--- config.mk ---
export PLATFORM = sky130hd
export DESIGN_NAME = uart_cfg_ctrl_flat
export DESIGN_NICKNAME = d
export VERILOG_FILES = /design/src/rtl/uart_cfg_ctrl_if.sv /design/src/rtl/uart_cfg_ctrl.sv /design/src/flat_wrapper.sv
export SDC_FILE = /design/constraint.sdc
export NUM_CORES = 1
export LEC_CHECK = 0
export BUFFER_PORTS_ARGS = -buffer_cell sky130_fd_sc_hd__buf_4
export CAP_MARGIN = 0
export CORE_MARGIN = 2
export CORE_UTILIZATION = 50
export CTS_CLUSTER_DIAMETER = 40
export DETAILED_ROUTE_END_ITERATION = 8
export HOLD_SLACK_MARGIN = 0.05
export PLACE_DENSITY = 0.69
export SLEW_MARGIN = 40
export SYNTH_ARGS = -nofsm -noshare
export SYNTH_HDL_FRONTEND = slang
export SYNTH_SLANG_ARGS = --single-unit
--- constraint.sdc ---
create_clock -name clk_16bd -period 2.13 [get_ports clk_16bd]
set_input_delay 0.213 -clock clk_16bd [delete_from_list [all_inputs] [get_ports clk_16bd]]
set_output_delay 0.213 -clock clk_16bd [all_outputs]
set_load 0.005 [all_outputs]
--- src/rtl/uart_cfg_ctrl_if.sv ---
// Register-file request/response bus between the UART profile controller
// (master) and the register file (slave).
interface uart_cfg_ctrl_if;
  logic       valid;
  logic [3:0] address;
  logic [3:0] data;
  logic       ack;
  logic       data_out_valid;
  logic [3:0] data_out;

  modport master (output valid, address, data,
                  input  ack, data_out_valid, data_out);
  modport slave  (input  valid, address, data,
                  output ack, data_out_valid, data_out);
endinterface

--- src/rtl/uart_cfg_ctrl.sv ---
// UART profile controller: writes, reads back or restores the 4-register UART profile.
// Optional feature: define UART_CFG_VERIFY_EN to chain a readback + compare after a write.
module uart_cfg_ctrl #(
  parameter int unsigned TIMEOUT = 15
) (
  input  logic            clk_16bd,
  input  logic            rst_n,
  input  logic            start,
  input  logic [1:0]      op,
  input  logic            parity_in,
  input  logic            parity_type_in,
  input  logic            stop_bits_in,
  input  logic [3:0]      frame_length_in,
  uart_cfg_ctrl_if.master bus,
  output logic            busy,
  output logic            done,
  output logic            error,
  output logic            rb_parity,
  output logic            rb_parity_type,
  output logic            rb_stop_bits,
  output logic [3:0]      rb_frame_length
);

  typedef enum logic [1:0] {S_IDLE, S_REQ, S_GAP, S_FIN} state_t;

  localparam logic [1:0] OP_WR  = 2'b00;
  localparam logic [1:0] OP_RD  = 2'b01;
  localparam logic [1:0] OP_RST = 2'b10;
  localparam logic [7:0] WAIT_LAST = 8'(TIMEOUT - 1);
  localparam logic [3:0] RD_DATA = 4'b1111;

  state_t     state_q, state_d;
  logic [1:0] idx_q, idx_d;
  logic [7:0] wcnt_q, wcnt_d;
  logic [1:0] mode_q, mode_d;
  logic       par_q, par_d, pty_q, pty_d, stp_q, stp_d;
  logic [3:0] fl_q, fl_d;
  logic       valid_q, valid_d;
  logic [3:0] addr_q, addr_d, data_q, data_d;
  logic       busy_q, busy_d, done_q, done_d, err_q, err_d;
  logic       rbp_q, rbp_d, rbt_q, rbt_d, rbs_q, rbs_d;
  logic [3:0] rbf_q, rbf_d;
`ifdef UART_CFG_VERIFY_EN
  logic       chain_q, chain_d;
  logic       mismatch;
`endif

  logic accept, bad_cmd, last_idx;
  assign accept   = (state_q == S_IDLE) && start;
  assign bad_cmd  = (op == 2'b11) || ((op == OP_WR) && (frame_length_in == 4'hF));
  assign last_idx = (idx_q == 2'd3);
`ifdef UART_CFG_VERIFY_EN
  assign mismatch = {rbp_q, rbt_q, rbs_q, rbf_q} != {par_q, pty_q, stp_q, fl_q};
`endif

  function automatic logic [3:0] addr_of(input logic [1:0] i);
    return 4'd9 + {2'b00, i};
  endfunction

  function automatic logic [3:0] wr_data(input logic [1:0] i, input logic p, input logic t,
                                         input logic s, input logic [3:0] f);
    case (i)
      2'd0:    return {3'b000, p};
      2'd1:    return {3'b000, t};
      2'd2:    return {3'b000, s};
      default: return f;
    endcase
  endfunction

  always_ff @(posedge clk_16bd or negedge rst_n) begin
    if (!rst_n) begin
      state_q <= S_IDLE;
      idx_q   <= '0;
      wcnt_q  <= '0;
      mode_q  <= '0;
      par_q   <= 1'b0;
      pty_q   <= 1'b0;
      stp_q   <= 1'b0;
      fl_q    <= '0;
      valid_q <= 1'b0;
      addr_q  <= '0;
      data_q  <= '0;
      busy_q  <= 1'b0;
      done_q  <= 1'b0;
      err_q   <= 1'b0;
      rbp_q   <= 1'b1;
      rbt_q   <= 1'b0;
      rbs_q   <= 1'b0;
      rbf_q   <= 4'b1000;
`ifdef UART_CFG_VERIFY_EN
      chain_q <= 1'b0;
`endif
    end else begin
      state_q <= state_d;
      idx_q   <= idx_d;
      wcnt_q  <= wcnt_d;
      mode_q  <= mode_d;
      par_q   <= par_d;
      pty_q   <= pty_d;
      stp_q   <= stp_d;
      fl_q    <= fl_d;
      valid_q <= valid_d;
      addr_q  <= addr_d;
      data_q  <= data_d;
      busy_q  <= busy_d;
      done_q  <= done_d;
      err_q   <= err_d;
      rbp_q   <= rbp_d;
      rbt_q   <= rbt_d;
      rbs_q   <= rbs_d;
      rbf_q   <= rbf_d;
`ifdef UART_CFG_VERIFY_EN
      chain_q <= chain_d;
`endif
    end
  end

  // Sequencing: state, transaction index and ack wait counter.
  always_comb begin
    state_d = state_q;
    idx_d   = idx_q;
    wcnt_d  = wcnt_q;
    case (state_q)
      S_IDLE: if (accept) begin
        idx_d   = '0;
        wcnt_d  = '0;
        state_d = bad_cmd ? S_FIN : S_REQ;
      end
      S_REQ: begin
        if (mode_q == OP_RST)          state_d = S_FIN;
        else if (bus.ack)              state_d = S_GAP;
        else if (wcnt_q == WAIT_LAST)  state_d = S_FIN;
        else                           wcnt_d  = wcnt_q + 8'd1;
      end
      S_GAP: begin
        wcnt_d = '0;
        if (!last_idx) begin
          idx_d   = idx_q + 2'd1;
          state_d = S_REQ;
        end else begin
`ifdef UART_CFG_VERIFY_EN
          if (mode_q == OP_WR) begin
            idx_d   = '0;
            state_d = S_REQ;
          end else begin
            state_d = S_FIN;
          end
`else
          state_d = S_FIN;
`endif
        end
      end
      default: state_d = S_IDLE;
    endcase
  end

  // Registered outputs, profile latch and readback capture.
  always_comb begin
    mode_d  = mode_q;
    par_d   = par_q;
    pty_d   = pty_q;
    stp_d   = stp_q;
    fl_d    = fl_q;
    valid_d = valid_q;
    addr_d  = addr_q;
    data_d  = data_q;
    done_d  = 1'b0;
    err_d   = err_q;
    rbp_d   = rbp_q;
    rbt_d   = rbt_q;
    rbs_d   = rbs_q;
    rbf_d   = rbf_q;
    busy_d  = (state_d != S_IDLE);
`ifdef UART_CFG_VERIFY_EN
    chain_d = chain_q;
`endif
    case (state_q)
      S_IDLE: if (accept) begin
        mode_d = op;
        par_d  = parity_in;
        pty_d  = parity_type_in;
        stp_d  = stop_bits_in;
        fl_d   = frame_length_in;
        err_d  = bad_cmd;
`ifdef UART_CFG_VERIFY_EN
        chain_d = 1'b0;
`endif
        if (!bad_cmd) begin
          valid_d = 1'b1;
          case (op)
            OP_RST:  begin addr_d = 4'b0000; data_d = 4'b0000; end
            OP_RD:   begin addr_d = addr_of(2'd0); data_d = RD_DATA; end
            default: begin addr_d = addr_of(2'd0); data_d = {3'b000, parity_in}; end
          endcase
        end
      end
      S_REQ: begin
        if (mode_q == OP_RST) begin
          valid_d = 1'b0;
        end else if (bus.ack) begin
          valid_d = 1'b0;
          if ((mode_q == OP_RD) && bus.data_out_valid) begin
            case (idx_q)
              2'd0:    rbp_d = bus.data_out[0];
              2'd1:    rbt_d = bus.data_out[0];
              2'd2:    rbs_d = bus.data_out[0];
              default: rbf_d = bus.data_out;
            endcase
          end
        end else if (wcnt_q == WAIT_LAST) begin
          valid_d = 1'b0;
          err_d   = 1'b1;
        end
      end
      S_GAP: begin
        if (!last_idx) begin
          valid_d = 1'b1;
          addr_d  = addr_of(idx_q + 2'd1);
          data_d  = (mode_q == OP_RD) ? RD_DATA
                                      : wr_data(idx_q + 2'd1, par_q, pty_q, stp_q, fl_q);
        end else begin
`ifdef UART_CFG_VERIFY_EN
          // Write finished: turn around into a readback of the same profile.
          if (mode_q == OP_WR) begin
            mode_d  = OP_RD;
            chain_d = 1'b1;
            valid_d = 1'b1;
            addr_d  = addr_of(2'd0);
            data_d  = RD_DATA;
          end else if (chain_q && mismatch) begin
            err_d = 1'b1;
          end
`endif
        end
      end
      S_FIN:   done_d = 1'b1;
      default: ;
    endcase
  end

  assign bus.valid       = valid_q;
  assign bus.address     = addr_q;
  assign bus.data        = data_q;
  assign busy            = busy_q;
  assign done            = done_q;
  assign error           = err_q;
  assign rb_parity       = rbp_q;
  assign rb_parity_type  = rbt_q;
  assign rb_stop_bits    = rbs_q;
  assign rb_frame_length = rbf_q;

endmodule
--- src/flat_wrapper.sv ---
// flat-port wrapper written by rule: the top's interface ports become plain ports
module uart_cfg_ctrl_flat 
#(
  parameter int unsigned TIMEOUT = 15
)
  (clk_16bd, rst_n, start, op, parity_in, parity_type_in, stop_bits_in, frame_length_in, busy, done, error, rb_parity, rb_parity_type, rb_stop_bits, rb_frame_length, bus_valid, bus_address, bus_data, bus_ack, bus_data_out_valid, bus_data_out);
  uart_cfg_ctrl_if bus_i ();
  input  logic clk_16bd;
  input  logic rst_n;
  input  logic start;
  input  logic [1:0] op;
  input  logic parity_in;
  input  logic parity_type_in;
  input  logic stop_bits_in;
  input  logic [3:0] frame_length_in;
  output logic busy;
  output logic done;
  output logic error;
  output logic rb_parity;
  output logic rb_parity_type;
  output logic rb_stop_bits;
  output logic [3:0] rb_frame_length;
  output wire logic [$bits(bus_i.valid)-1:0] bus_valid;
  output wire logic [$bits(bus_i.address)-1:0] bus_address;
  output wire logic [$bits(bus_i.data)-1:0] bus_data;
  input wire logic [$bits(bus_i.ack)-1:0] bus_ack;
  input wire logic [$bits(bus_i.data_out_valid)-1:0] bus_data_out_valid;
  input wire logic [$bits(bus_i.data_out)-1:0] bus_data_out;
  assign bus_valid = bus_i.valid;
  assign bus_address = bus_i.address;
  assign bus_data = bus_i.data;
  assign bus_i.ack = bus_ack;
  assign bus_i.data_out_valid = bus_data_out_valid;
  assign bus_i.data_out = bus_data_out;
  uart_cfg_ctrl #(.TIMEOUT(TIMEOUT)) u_core (.clk_16bd(clk_16bd), .rst_n(rst_n), .start(start), .op(op), .parity_in(parity_in), .parity_type_in(parity_type_in), .stop_bits_in(stop_bits_in), .frame_length_in(frame_length_in), .bus(bus_i), .busy(busy), .done(done), .error(error), .rb_parity(rb_parity), .rb_parity_type(rb_parity_type), .rb_stop_bits(rb_stop_bits), .rb_frame_length(rb_frame_length));
endmodule
==> results.yml <==
logic_synthesis:
  synth_nets: 224
  ys_top_cells_by_count: "38 x dfrtp_1, 23 x nand2_1, 16 x mux2_1"
  synth_edf_count: 0
  ys_seq_elements: 40
  avgSynthCellArea_um2: 10.7
  syn_inst: 193
  yosys_warnings: 0
  synth_top_area_frac: 0.458
  yosys.area.top_type: "dfrtp_1"
  synth-compound-area-share: 0.130
  synthAdderAreaFrac: 0.0784
  synthSimpleGateAreaFrac: 0.176
  synth-xor-area-share: 0.00422
  synth-seq-area-share: 0.484
  synth_area_mm2: 0.00207
  synthTopCellsByArea: "dfrtp_1 46%, mux2_1 8.7%, ha_1 7.8%, nand2_1 4.2%, o21ai_1 3.4%"
  synth_async_sr_flop_share: 1.00
  yosysUniqueCellTypes: 41
  synth_top_family_by_area: "simple AND/OR/NAND/NOR gates"
  ys.flop_type: "dfrtp_1"
  post-synth-top-count-cell: "dfrtp_1"
  muxShareOfSynthArea: 0.0917
timing:
  rsz0062_at_grt: "false"
  fin_crit_ns: 1.98
  final.setup.tns_ns: 0
  worst_slack_ns: 0.155
  slew_headroom: 0.652
  tightestPinTransition_ns: 0.520
  finalHoldViolations: 0
  slew_viol_final: 0
  final-setup-viol-count: 0
  finalClockSkew_ns: 0.00571
  clock.fmax_mhz: 506
  fin_crit_sh: 0.927
critical_path:
  critPathMaxFanout: 14
  critical_path.cell_chain: "nand2b_1 -> o21bai_2 -> nand3_4 -> or4_2 -> o21ai_1"
  path_depth: 5
  critPathKind: "flip-flop to flip-flop"
  required_ns: 2.34
  critPathLaunch: "u_core.state_q[1]"
  r2r-start: "u_core.state_q[1]"
  crit_slowest_cell: "or4_2"
  start_kind: "flip-flop"
  slowest_delay_ns: 0.64
  worst-path-buf-inv: 0
  ff2ff_path_depth: 5
  crit_arrival_ns: 2.19
  crit_family: "simple AND/OR/NAND/NOR gates"
  setup.worst_path.end_class: "flip-flop"
detailed_routing:
  antenna_left: 0
  vias: 1574
  via_per_inst: 5.50
  wire_per_inst_um: 14.8
  drc: 0
  first_pass_iters: 4
  drt_iter0_markers: 54
  drt-total-wl_um: 4230
placed_design:
  place_congestion: 0.829
  dpl_worst_slack_ns: 0.145
  dp_hpwl_um: 3210
  portBuffers: 36
pwr:
  peakVddDrop_mv: 0.748
  p_per_area_mw_per_mm2: 1220
  p_leak_nw: 1.20
job:
  max_cap_violations: 0
grt:
  grt_overflow_total: 0
  grt_pass1_vias: 1495
  grtUsageTotal: 0.202
  grt_max_degree: 41
  antenna_found_initial: 0
  grt_first_pass_wirelength_um: 6890
cells_and_area:
  diodes: 0
  final_nets: 266
  fillers: 334
  drive_above_1_share: 0.237
  area_growth_pct: 20.9
clock_tree:
  cts_buffers: 5
  root_buffer: "clkbuf_8"
  clockBufferDepth: 2
  clock_sinks: 40
  h-tree-depth: 2
  tritoncts: "done"
  post_cts_buffers: 0
  cts_resized: 0
  clkTransAtPathRegs_ns: 0.08
  ctsHoldBuffers: 1
  clock_latency_ns: 0.29
floorplanning:
  initial_core_util: 0.519
  die_h_um: 68.4
  design.core.area_mm2: 0.00400
  rows: 23
  die_area_mm2: 0.00468
  die_x_um: 68.4
  ioPinCount: 37
min_path:
  min_from: "parity_type_in"
  hold_class: "input port to flip-flop"
  holdPathStages: 2
status:
  outcome: "finished clean"
## flip-flops by register name, indices dropped and copies added (netlist names), 2 cells and up
name	flops
u_core.wcnt_q	8
u_core.bus.address	4
u_core.bus.data	4
u_core.fl_q	4
u_core.rb_frame_length	4
u_core.idx_q	2
u_core.mode_q	2
u_core.state_q	2
## stage by stage
step	std cells	hold slack (ns)	area, um2	power [mW]	util
2_1_floorplan	193	-0.0826	2070	2.06	-
3_3_place_gp	277	0.204	2390	2.40	0.597
3_5_place_dp	277	0.221	2390	2.47	0.597
4_1_cts	286	0.126	2510	3.08	0.627
5_1_grt	286	0.128	2510	3.28	0.627
6_report	286	0.131	2510	3.05	0.627
## layer usage
layer	part of all wire	GRT usage
met1	0.46	0.270
met3	0.054	0.0526
met2	0.48	0.331
met4	0.0080	0.0450
met5	0	0
## worst register-to-register path: cells and delay by family (launching register included)
kind / cells / cell delay (ns)
compound gates: 2 / 0.29
simple gates: 3 / 1.05
flops: 1 / 0.56
## power by group
group	total (mW)	switching, mW	internal (mW)
clock	0.603	0.255	0.348
combinational	1.16	0.584	0.574
sequential	1.29	0.243	1.05
total	3.05	1.08	1.97
## layout make-up
| type | instances | area [um2] | area share |
|---|---|---|---|
| sequential | 40 | 1000 | 0.400 |
| multi-input combinational | 139 | 997 | 0.398 |
| timing repair buffer | 40 | 303 | 0.121 |
| clock buffer | 6 | 72.6 | 0.0289 |
| tap | 50 | 62.6 | 0.0250 |
| clock inverter | 2 | 35.0 | 0.0140 |
| inverter | 9 | 33.8 | 0.0135 |
## final timing paths
| path | to | slack, ns |
|---|---|---|
| setup / recovery | u_core.wcnt_q[7] | 0.15 |
| hold / removal | u_core.pty_q | 0.13 |
| setup reg to reg | u_core.wcnt_q[7] | 0.15 |
| hold reg to reg | u_core.bus.data[1] | 0.48 |
| max in group asynchronous | u_core.rb_frame_length[3] | 1.33 |
| min in group asynchronous | u_core.fl_q[1] | 0.44 |
## cells by family (layout without fill, tap and decap cells)
group	count (synthesis)	after routing
muxes	17	17
DFF	40	40
adders and majority gates	13	13
xor gates and xnor gates	1	1
and+or+nand+nor	64	64
buffers and inverters	14	57
AOI/OAI and AO/OA	44	44
## cells in the final DEF (no fill, tap or decap), types with 2 or more instances in the layout
cell | Yosys | final
ha_1 | 13 | 13
o21ai_1 | 14 | 14
and3_1 | 2 | 2
nand4_1 | 4 | 4
nand2_1 | 23 | 23
mux2_1 | 16 | 16
a211oi_1 | 3 | 3
or3_1 | 4 | 4
nor2_1 | 9 | 9
nand2b_1 | 4 | 4
a21oi_1 | 9 | 9
nor2b_1 | 2 | 2
inv_1 | 9 | 9
and2_1 | 2 | 2
dfrtp_1 | 38 | 38
nand3_1 | 2 | 2
or3_4 | 2 | 2
nor3_1 | 2 | 2
a21o_1 | 5 | 5
dfstp_2 | 2 | 2
clkbuf_8 | 0 | 5
buf_4 | 0 | 39
o21ai_0 | 5 | 5
Power figures use the tool's default switching activity.
